`src/rtl/dca_block_sequencer_mc_if.sv`:
```
// ---------------------------------------------------------------------------
// dca_block_sequencer_mc_if
// Bundles the instruction, step and LSU request signals of the block
// sequencer.
//   master : the sequencer (accepts instructions, issues steps/LSU requests)
//   slave  : the environment (instruction queue, compute engine, LSU array)
// Signals:
//   enable, busy                       global qualifier / activity status
//   inst_*                             instruction offer and fields
//   step_*                             step offer to the compute engine
//   lsu_req_valid/ready/write          per-channel LSU requests
// ---------------------------------------------------------------------------
interface dca_block_sequencer_mc_if #(
  parameter int NUM_CH = 3,
  parameter int BW_DIM = 8
);
  logic                enable;
  logic                busy;
  logic                inst_valid;
  logic                inst_ready;
  logic [BW_DIM-1:0]   inst_num_m;
  logic [BW_DIM-1:0]   inst_num_n;
  logic [BW_DIM-1:0]   inst_num_k;
  logic [NUM_CH-1:0]   inst_ch_mask;
  logic                inst_col_first;
  logic                inst_load_acc;
  logic                step_valid;
  logic                step_ready;
  logic [BW_DIM-1:0]   step_m;
  logic [BW_DIM-1:0]   step_n;
  logic [BW_DIM-1:0]   step_k;
  logic                step_first_k;
  logic                step_last_k;
  logic                step_last;
  logic                step_load;
  logic                step_done;
  logic [NUM_CH-1:0]   lsu_req_valid;
  logic [NUM_CH-1:0]   lsu_req_ready;
  logic [NUM_CH-1:0]   lsu_req_write;

  modport master (
    input  enable, inst_valid, inst_num_m, inst_num_n, inst_num_k,
           inst_ch_mask, inst_col_first, inst_load_acc,
           step_ready, step_done, lsu_req_ready,
    output busy, inst_ready, step_valid, step_m, step_n, step_k,
           step_first_k, step_last_k, step_last, step_load,
           lsu_req_valid, lsu_req_write
  );

  modport slave (
    output enable, inst_valid, inst_num_m, inst_num_n, inst_num_k,
           inst_ch_mask, inst_col_first, inst_load_acc,
           step_ready, step_done, lsu_req_ready,
    input  busy, inst_ready, step_valid, step_m, step_n, step_k,
           step_first_k, step_last_k, step_last, step_load,
           lsu_req_valid, lsu_req_write
  );
endinterface

```
`src/rtl/dca_block_sequencer_mc.sv`:
```
// ---------------------------------------------------------------------------
// dca_block_sequencer_mc
// Accepts one blocked-GEMM instruction and walks its M x N x K block space
// (k innermost; m or n outer depending on inst_col_first). Each block step
// is offered to the compute engine together with the matching LSU requests;
// the step and all its active LSU requests fire in the same cycle. A credit
// counter bounds the number of issued-but-not-completed steps.
// Ports:
//   clk, rst : clock, synchronous active-high reset (overrides enable)
//   bus      : dca_block_sequencer_mc_if.master (instruction, step, LSU)
// Channels 0..NUM_CH-2 are operand reads; channel NUM_CH-1 is the output
// channel (written on the last k step of a block).
// Optional feature macro: DCA_SEQ_LOAD_ACC_EN -- inserts an accumulator load
// step (output channel read) before every k == 0 compute step when the
// instruction asks for it. Undefined: inst_load_acc ignored, step_load = 0.
// ---------------------------------------------------------------------------
module dca_block_sequencer_mc #(
  parameter int NUM_CH          = 3,
  parameter int MAX_OUTSTANDING = 4,
  parameter int BW_DIM          = 8
) (
  input  logic                      clk,
  input  logic                      rst,
  dca_block_sequencer_mc_if.master  bus
);
  localparam int             CW       = $clog2(MAX_OUTSTANDING + 1);
  localparam logic [CW-1:0]  CRED_MAX = CW'(MAX_OUTSTANDING);
  localparam logic [CW-1:0]  CRED_ONE = CW'(1);
  localparam int             OC       = NUM_CH - 1;

  typedef enum logic [1:0] {IDLE = 2'd0, RUN = 2'd1, DRAIN = 2'd2} state_t;

  state_t              state_r, state_nxt_s;
  logic [BW_DIM-1:0]   m_r, n_r, k_r;
  logic [BW_DIM-1:0]   m_nxt_s, n_nxt_s, k_nxt_s;
  logic [BW_DIM-1:0]   num_m_r, num_n_r, num_k_r;
  logic [NUM_CH-1:0]   mask_r;
  logic                col_first_r;
  logic [CW-1:0]       credit_r;
  logic [NUM_CH-1:0]   active_s;
  logic                run_s, accept_s, load_s, fire_s, valid_s;
  logic                last_s, last_k_s, ready_ok_s, done_dec_s;

`ifdef DCA_SEQ_LOAD_ACC_EN
  logic load_acc_r;
  logic phase_r;
  assign load_s = run_s & phase_r;
`else
  logic unused_load_acc_s;
  assign unused_load_acc_s = bus.inst_load_acc;
  assign load_s = 1'b0;
`endif

  assign run_s      = (state_r == RUN);
  assign accept_s   = bus.inst_valid & (state_r == IDLE) & bus.enable;
  // Flags are gated with RUN so every step_* output reads 0 outside a walk.
  assign last_k_s   = run_s & ~load_s & (k_r == num_k_r);
  assign last_s     = last_k_s & (m_r == num_m_r) & (n_r == num_n_r);
  assign done_dec_s = bus.step_done & (credit_r != '0);

  // Active channel set of the step currently on offer.
  always_comb begin
    active_s = '0;
    for (int i = 0; i < OC; i++) begin
      active_s[i] = run_s & ~load_s & mask_r[i];
    end
    active_s[OC] = run_s & (load_s | (mask_r[OC] & last_k_s));
  end

  // An inactive channel never blocks; every active one must be ready.
  assign ready_ok_s = &(bus.lsu_req_ready | ~active_s);
  assign valid_s    = run_s & bus.enable & (credit_r < CRED_MAX) & ready_ok_s;
  assign fire_s     = valid_s & bus.step_ready;

  assign bus.step_valid    = valid_s;
  assign bus.lsu_req_valid = active_s & {NUM_CH{fire_s}};
  assign bus.lsu_req_write = {~load_s & active_s[OC] & fire_s, {(NUM_CH-1){1'b0}}};
  assign bus.inst_ready    = (state_r == IDLE);
  assign bus.busy          = (state_r != IDLE);
  assign bus.step_m        = m_r;
  assign bus.step_n        = n_r;
  assign bus.step_k        = k_r;
  assign bus.step_first_k  = run_s & (load_s | (k_r == '0));
  assign bus.step_last_k   = last_k_s;
  assign bus.step_last     = last_s;
  assign bus.step_load     = load_s;

  // Next block coordinates after a compute step fires; zeroed after the last.
  always_comb begin
    m_nxt_s = m_r;
    n_nxt_s = n_r;
    k_nxt_s = k_r;
    if (last_s) begin
      m_nxt_s = '0;
      n_nxt_s = '0;
      k_nxt_s = '0;
    end else if (k_r == num_k_r) begin
      k_nxt_s = '0;
      if (col_first_r) begin
        if (m_r == num_m_r) begin
          m_nxt_s = '0;
          n_nxt_s = n_r + BW_DIM'(1);
        end else begin
          m_nxt_s = m_r + BW_DIM'(1);
        end
      end else begin
        if (n_r == num_n_r) begin
          n_nxt_s = '0;
          m_nxt_s = m_r + BW_DIM'(1);
        end else begin
          n_nxt_s = n_r + BW_DIM'(1);
        end
      end
    end else begin
      k_nxt_s = k_r + BW_DIM'(1);
    end
  end

  // FSM next-state logic.
  always_comb begin
    state_nxt_s = state_r;
    case (state_r)
      IDLE: begin
        if (accept_s) state_nxt_s = RUN;
        else          state_nxt_s = IDLE;
      end
      RUN: begin
        if (fire_s && last_s) state_nxt_s = DRAIN;
        else                  state_nxt_s = RUN;
      end
      DRAIN: begin
        if (bus.enable && ((credit_r == '0) ||
                           ((credit_r == CRED_ONE) && bus.step_done)))
          state_nxt_s = IDLE;
        else
          state_nxt_s = DRAIN;
      end
      default: state_nxt_s = IDLE;
    endcase
  end

  // FSM state register.
  always_ff @(posedge clk) begin
    if (rst) state_r <= IDLE;
    else     state_r <= state_nxt_s;
  end

  // Instruction fields and block coordinates.
  always_ff @(posedge clk) begin
    if (rst) begin
      m_r         <= '0;
      n_r         <= '0;
      k_r         <= '0;
      num_m_r     <= '0;
      num_n_r     <= '0;
      num_k_r     <= '0;
      mask_r      <= '0;
      col_first_r <= 1'b0;
    end else if (accept_s) begin
      m_r         <= '0;
      n_r         <= '0;
      k_r         <= '0;
      num_m_r     <= bus.inst_num_m;
      num_n_r     <= bus.inst_num_n;
      num_k_r     <= bus.inst_num_k;
      mask_r      <= bus.inst_ch_mask;
      col_first_r <= bus.inst_col_first;
    end else if (fire_s && !load_s) begin
      m_r <= m_nxt_s;
      n_r <= n_nxt_s;
      k_r <= k_nxt_s;
    end
  end

`ifdef DCA_SEQ_LOAD_ACC_EN
  // Load phase: set before each k == 0 compute step, cleared when the load fires.
  always_ff @(posedge clk) begin
    if (rst) begin
      load_acc_r <= 1'b0;
      phase_r    <= 1'b0;
    end else if (accept_s) begin
      load_acc_r <= bus.inst_load_acc & bus.inst_ch_mask[OC];
      phase_r    <= bus.inst_load_acc & bus.inst_ch_mask[OC];
    end else if (fire_s) begin
      phase_r <= ~load_s & load_acc_r & ~last_s & (k_nxt_s == '0);
    end
  end
`endif

  // Outstanding-step credit: +1 per fire, -1 per completion, floor at 0.
  always_ff @(posedge clk) begin
    if (rst)                          credit_r <= '0;
    else if (fire_s && !done_dec_s)   credit_r <= credit_r + CRED_ONE;
    else if (!fire_s && done_dec_s)   credit_r <= credit_r - CRED_ONE;
  end
endmodule

```
`src/flat_wrapper.sv`:
```
// flat-port wrapper written by rule: the top's interface ports become plain ports
module dca_block_sequencer_mc_flat 
#(
  parameter int NUM_CH          = 3,
  parameter int MAX_OUTSTANDING = 4,
  parameter int BW_DIM          = 8
)
  (clk, rst, bus_enable, bus_inst_valid, bus_inst_num_m, bus_inst_num_n, bus_inst_num_k, bus_inst_ch_mask, bus_inst_col_first, bus_inst_load_acc, bus_step_ready, bus_step_done, bus_lsu_req_ready, bus_busy, bus_inst_ready, bus_step_valid, bus_step_m, bus_step_n, bus_step_k, bus_step_first_k, bus_step_last_k, bus_step_last, bus_step_load, bus_lsu_req_valid, bus_lsu_req_write);
  dca_block_sequencer_mc_if #(.NUM_CH(NUM_CH), .BW_DIM(BW_DIM)) bus_i ();
  input  logic clk;
  input  logic rst;
  input wire logic [$bits(bus_i.enable)-1:0] bus_enable;
  input wire logic [$bits(bus_i.inst_valid)-1:0] bus_inst_valid;
  input wire logic [$bits(bus_i.inst_num_m)-1:0] bus_inst_num_m;
  input wire logic [$bits(bus_i.inst_num_n)-1:0] bus_inst_num_n;
  input wire logic [$bits(bus_i.inst_num_k)-1:0] bus_inst_num_k;
  input wire logic [$bits(bus_i.inst_ch_mask)-1:0] bus_inst_ch_mask;
  input wire logic [$bits(bus_i.inst_col_first)-1:0] bus_inst_col_first;
  input wire logic [$bits(bus_i.inst_load_acc)-1:0] bus_inst_load_acc;
  input wire logic [$bits(bus_i.step_ready)-1:0] bus_step_ready;
  input wire logic [$bits(bus_i.step_done)-1:0] bus_step_done;
  input wire logic [$bits(bus_i.lsu_req_ready)-1:0] bus_lsu_req_ready;
  output wire logic [$bits(bus_i.busy)-1:0] bus_busy;
  output wire logic [$bits(bus_i.inst_ready)-1:0] bus_inst_ready;
  output wire logic [$bits(bus_i.step_valid)-1:0] bus_step_valid;
  output wire logic [$bits(bus_i.step_m)-1:0] bus_step_m;
  output wire logic [$bits(bus_i.step_n)-1:0] bus_step_n;
  output wire logic [$bits(bus_i.step_k)-1:0] bus_step_k;
  output wire logic [$bits(bus_i.step_first_k)-1:0] bus_step_first_k;
  output wire logic [$bits(bus_i.step_last_k)-1:0] bus_step_last_k;
  output wire logic [$bits(bus_i.step_last)-1:0] bus_step_last;
  output wire logic [$bits(bus_i.step_load)-1:0] bus_step_load;
  output wire logic [$bits(bus_i.lsu_req_valid)-1:0] bus_lsu_req_valid;
  output wire logic [$bits(bus_i.lsu_req_write)-1:0] bus_lsu_req_write;
  assign bus_i.enable = bus_enable;
  assign bus_i.inst_valid = bus_inst_valid;
  assign bus_i.inst_num_m = bus_inst_num_m;
  assign bus_i.inst_num_n = bus_inst_num_n;
  assign bus_i.inst_num_k = bus_inst_num_k;
  assign bus_i.inst_ch_mask = bus_inst_ch_mask;
  assign bus_i.inst_col_first = bus_inst_col_first;
  assign bus_i.inst_load_acc = bus_inst_load_acc;
  assign bus_i.step_ready = bus_step_ready;
  assign bus_i.step_done = bus_step_done;
  assign bus_i.lsu_req_ready = bus_lsu_req_ready;
  assign bus_busy = bus_i.busy;
  assign bus_inst_ready = bus_i.inst_ready;
  assign bus_step_valid = bus_i.step_valid;
  assign bus_step_m = bus_i.step_m;
  assign bus_step_n = bus_i.step_n;
  assign bus_step_k = bus_i.step_k;
  assign bus_step_first_k = bus_i.step_first_k;
  assign bus_step_last_k = bus_i.step_last_k;
  assign bus_step_last = bus_i.step_last;
  assign bus_step_load = bus_i.step_load;
  assign bus_lsu_req_valid = bus_i.lsu_req_valid;
  assign bus_lsu_req_write = bus_i.lsu_req_write;
  dca_block_sequencer_mc #(.NUM_CH(NUM_CH), .MAX_OUTSTANDING(MAX_OUTSTANDING), .BW_DIM(BW_DIM)) u_core (.clk(clk), .rst(rst), .bus(bus_i));
endmodule
```
`config.mk`:
```
export PLATFORM = sky130hd
export DESIGN_NAME = dca_block_sequencer_mc_flat
export DESIGN_NICKNAME = d
export VERILOG_FILES = /design/src/rtl/dca_block_sequencer_mc_if.sv /design/src/rtl/dca_block_sequencer_mc.sv /design/src/flat_wrapper.sv
export SDC_FILE = /design/constraint.sdc
export NUM_CORES = 1
export LEC_CHECK = 0
export BUFFER_PORTS_ARGS = -buffer_cell sky130_fd_sc_hd__clkbuf_2
export CORE_MARGIN = 2
export CORE_UTILIZATION = 30
export CTS_BUF_LIST = sky130_fd_sc_hd__clkbuf_2
export CTS_CLUSTER_SIZE = 12
export DETAILED_ROUTE_END_ITERATION = 16
export GPL_TIMING_DRIVEN = 0
export SLEW_MARGIN = 20
export SYNTH_ARGS = -nofsm -noshare
export SYNTH_HDL_FRONTEND = slang
export SYNTH_SLANG_ARGS = --single-unit
```
`constraint.sdc`:
```
create_clock -name clk -period 3 [get_ports clk]
set_clock_uncertainty 0.15 [all_clocks]
set_input_delay 0.15 -clock clk [delete_from_list [all_inputs] [get_ports clk]]
set_output_delay 0.15 -clock clk [all_outputs]
set_load 0.02 [all_outputs]
```
==> results.md <==
* Post-Syn Instances at 369
* CP startpoint kind: flop
* Storage element area at between 1000 and 1500 µm²
* Unique masters post-synth at between 50 and 60
* P_int at 0.001156 W
* Core Area at roughly 9800 µm²
* I/O Buffers at 69
* Total gr overflow at 0
* Power, Total at 0.001717 W
* Required @ worst endpoint at around 2.7 ns
* Final ANT Viol Nets at 0
* Met3 Use GR at around 3.4%
* Ant diodes at 0
* WP data arrival at roughly 2.6 ns
* Nets@finish at around 530
* Top cells by area, synth: dfxtp_1, nand2_1, xnor2_1, a21oi_1, ha_1
* Post-synth ARST share at 0%
* Mean routed wirelength per cell at around 14 µm
* Final instance area at 4018 µm²
* Post-route insts no fill at 623
* Drt pass-1 iters at 4
* Register area share after synthesis at 37.61%
* Routability Congestion at a little under 0.9
* Met2 Use GR at approximately 26%
* Layer with the highest usage: met2
* Pwr per Cell Area at ~430 nW/µm²
* Cell accounting for the most synthesized area: dfxtp_1
* Post-synth EDFFs at 0
* Power share of the combinational group at 23.7%
* Die height at about 100 µm
* Fin. max-slew vios at 0
* Mean Syn Cell Area at roughly 8.2 µm²
* Fin crit share at 95.42%
* Max Fclk at between 300 and 400 MHz
* Residual DRC count at 0
* FP Rows at 36
* Final setup violation count at 0
* Flops & latches, synth at 57
* Max cap viols at 0
* Flop pwr share at 48.7%
* GRT Total Usage at 16.03%
* Met1 Use GR at between 20% and 30%
* Setup TNS at 0 ns
* Worst setup margin at ~0.14 ns
* Pre-CTS WS at about 0.32 ns
* Dpl cells at roughly 570
* CTS Sinks at 57
* Die X at between 100 and 150 µm
* Fin. Hold Viols at 0
* Clk buf depth at 2
* Area of the multi-input gates at ~1800 µm²
* Layout cells sized above 1 at a little under a quarter
* Initial Util at between 30% and 40%
* CTS Buf Count at 9
* DIE AREA at between 10000 and 15000 µm²
* Layout fillers at slightly above 1000
* Area Overhead vs Synth at 32.41%
* Final min period at 2.863 ns
* Initial antenna violation count at 0
* Actual slew at the worst max-slew pin at between 0.6 and 0.7 ns
* Clock network power share at 27.7%
* Slew headroom at between 50% and 60%
* CTS root buf: clkbuf_2
* First-pass GRT wire length at approximately 14 mm
* Sw Ratio at 32.70%
* TritonCTS clock tree: built
* Mapped Area at slightly above 3000 µm²
* Vias in the first global route at ~2900
* I/O pin total at 75
* Detailed Route WL at between 8 and 9 mm
* Hpwl dp at between 6 and 7 mm
* WS Path Type: flop to output port
* Hold Path Class: primary input to flop
* Drt first-iter violations at between 100 and 150
* Reg clk slew, reported paths at between 0.15 and 0.2 ns
* Outcome: complete, no violations
* Placed inst area at around 3600 µm²
* Syn. warnings at 0
* Clock Latency Late Sink at roughly 0.50 ns
* H-tree level count at 3
* Routed vias/inst at 4.748
* IR drop worst, VDD at roughly 0.18 mV
* RSZ-0062 raised after global routing: false
* Largest net degree at the start of global routing at 11
* Primary FF master, synth: dfxtp_1
* Share of Yosys cell area claimed by the top area cell type at a little under two fifths
* Worst Setup End Kind: output port
* Switch Pwr at 0.0005614 W
* Via count at about 3000
* Crit path max fanout at 10
* Pleak at between 1.5 and 2 nW
## registers in the layout, indices dropped and copies added, names as in the netlist, 2 cells and up
signal,count
u_core.num_k_r,8
u_core.num_n_r,8
u_core.mask_r,3
u_core.bus.step_n,8
u_core.bus.step_m,8
u_core.credit_r,3
u_core.state_r,2
u_core.bus.step_k,8
u_core.num_m_r,8
## power groups by stage
stage          Sequential, W  Combinational (W)  Clock [W]
3_5_place_dp        0.000852           0.000369          0
5_1_grt             0.000844           0.000458   0.000517
4_1_cts             0.000836           0.000406   0.000490
2_1_floorplan       0.000842           0.000269          0
3_3_place_gp        0.000849           0.000352          0
6_report            0.000836           0.000406   0.000475
## final cells by class
cell class	instances	area share, %
buffer	20	2.554
clock buffer	9	1.121
clock inverter	7	1.526
inverter	9	0.8409
multi-input combinational	285	44.29
sequential	57	28.53
tap	133	4.142
timing repair buffer	103	17.00
## cell usage after synthesis (2+ instances only)
cell and n:
nand2_1 67, dfxtp_1 57, a21oi_1 40, xnor2_1 25
nor2_1 22, nand3_1 17, nand4_1 13, and3_1 11
clkbuf_1 11, ha_1 9, inv_1 9, nand2b_1 8
xor2_1 7, o21ai_0 6, o31ai_1 6, a211oi_1 4
buf_2 4, buf_4 4, a22oi_1 3, nor3_1 3
o21ai_1 3, or3_1 3, a221o_1 2, and2_1 2
mux2i_1 2, nand3b_1 2, nor4_2 2, o211ai_1 2
## layer usage
| metal | vias to the layer above | part of all wire (%) |
|---|---|---|
| li1 | 1520 | - |
| met3 | 8 | 5.0 |
| met2 | 77 | 47 |
| met1 | 1353 | 46 |
| met5 | - | 0 |
| met4 | 0 | 1.8 |
## final timing paths
check                                          from                                end  slack (ns)  cells past startpoint
setup / recovery  u_core.bus.step_k[3]$_SDFFE_PP0P_               bus_lsu_req_write[2]        0.14                      7
hold / removal                       bus_inst_valid  u_core.bus.step_k[7]$_SDFFE_PP0P_        0.14                      5
setup reg to reg  u_core.bus.step_k[3]$_SDFFE_PP0P_    u_core.credit_r[2]$_SDFFE_PP0P_        0.35                      7
hold reg to reg      u_core.num_m_r[3]$_SDFFE_PP0P_     u_core.num_m_r[3]$_SDFFE_PP0P_        0.33                      2
## timing repair
item,4_1_cts,5_1_grt
setup endpoints to repair,1,1
buffers inserted,1,0
hold buffers,33,0
resized for setup,1,5
hold endpoints to repair,33,0
pin swaps,0,0
## through the flow
step                      hold WS, ns  utilization [%]
after floorplan                0.1360                -
after global placement         0.2259            36.35
after detailed placement       0.2329            36.35
after CTS                      0.1065            40.91
after global routing           0.1895            41.10
final                          0.1399            41.10
## worst max-delay path, cell delays in order (launching register included)
cell	delay, ns
dfxtp_2	0.40
xnor2_1	0.27
nand4_4	0.21
o311a_1	0.44
buf_2	0.23
and3_1	0.23
buf_4	0.13
clkbuf_2	0.14
## kinds of logic (layout without fill, tap and decap cells)
| logic type | count (synthesis) | count (layout) | synth area share (%) |
|---|---|---|---|
| muxes | 2 | 2 | 0.6598 |
| buffers and inverters | 29 | 148 | 4.495 |
| and+or+nand+nor | 164 | 164 | 28.83 |
| AOI/OAI and AO/OA | 75 | 75 | 15.34 |
| adders and majority gates | 9 | 9 | 3.711 |
| other | 1 | 3 | 0.1236 |
| xor gates and xnor gates | 32 | 32 | 9.237 |
| DFF | 57 | 57 | 37.61 |
## layout by cell type (no fill, tap or decap), drive strengths merged, types with 4 or more instances in the layout
master and n:
dfxtp 57, dlygate4sd3 33, and3 11, nand2 67, a21oi 40, nand2b 8, buf 10, clkinv 5
o31ai 6, xnor2 25, o21ai 9, a211oi 4, ha 9, nor2 22, nand4 15, nor3 4
inv 9, clkbuf 89, a22oi 4, xor2 7, nand3 18
Note: power is estimated with default switching activity, not from simulation.
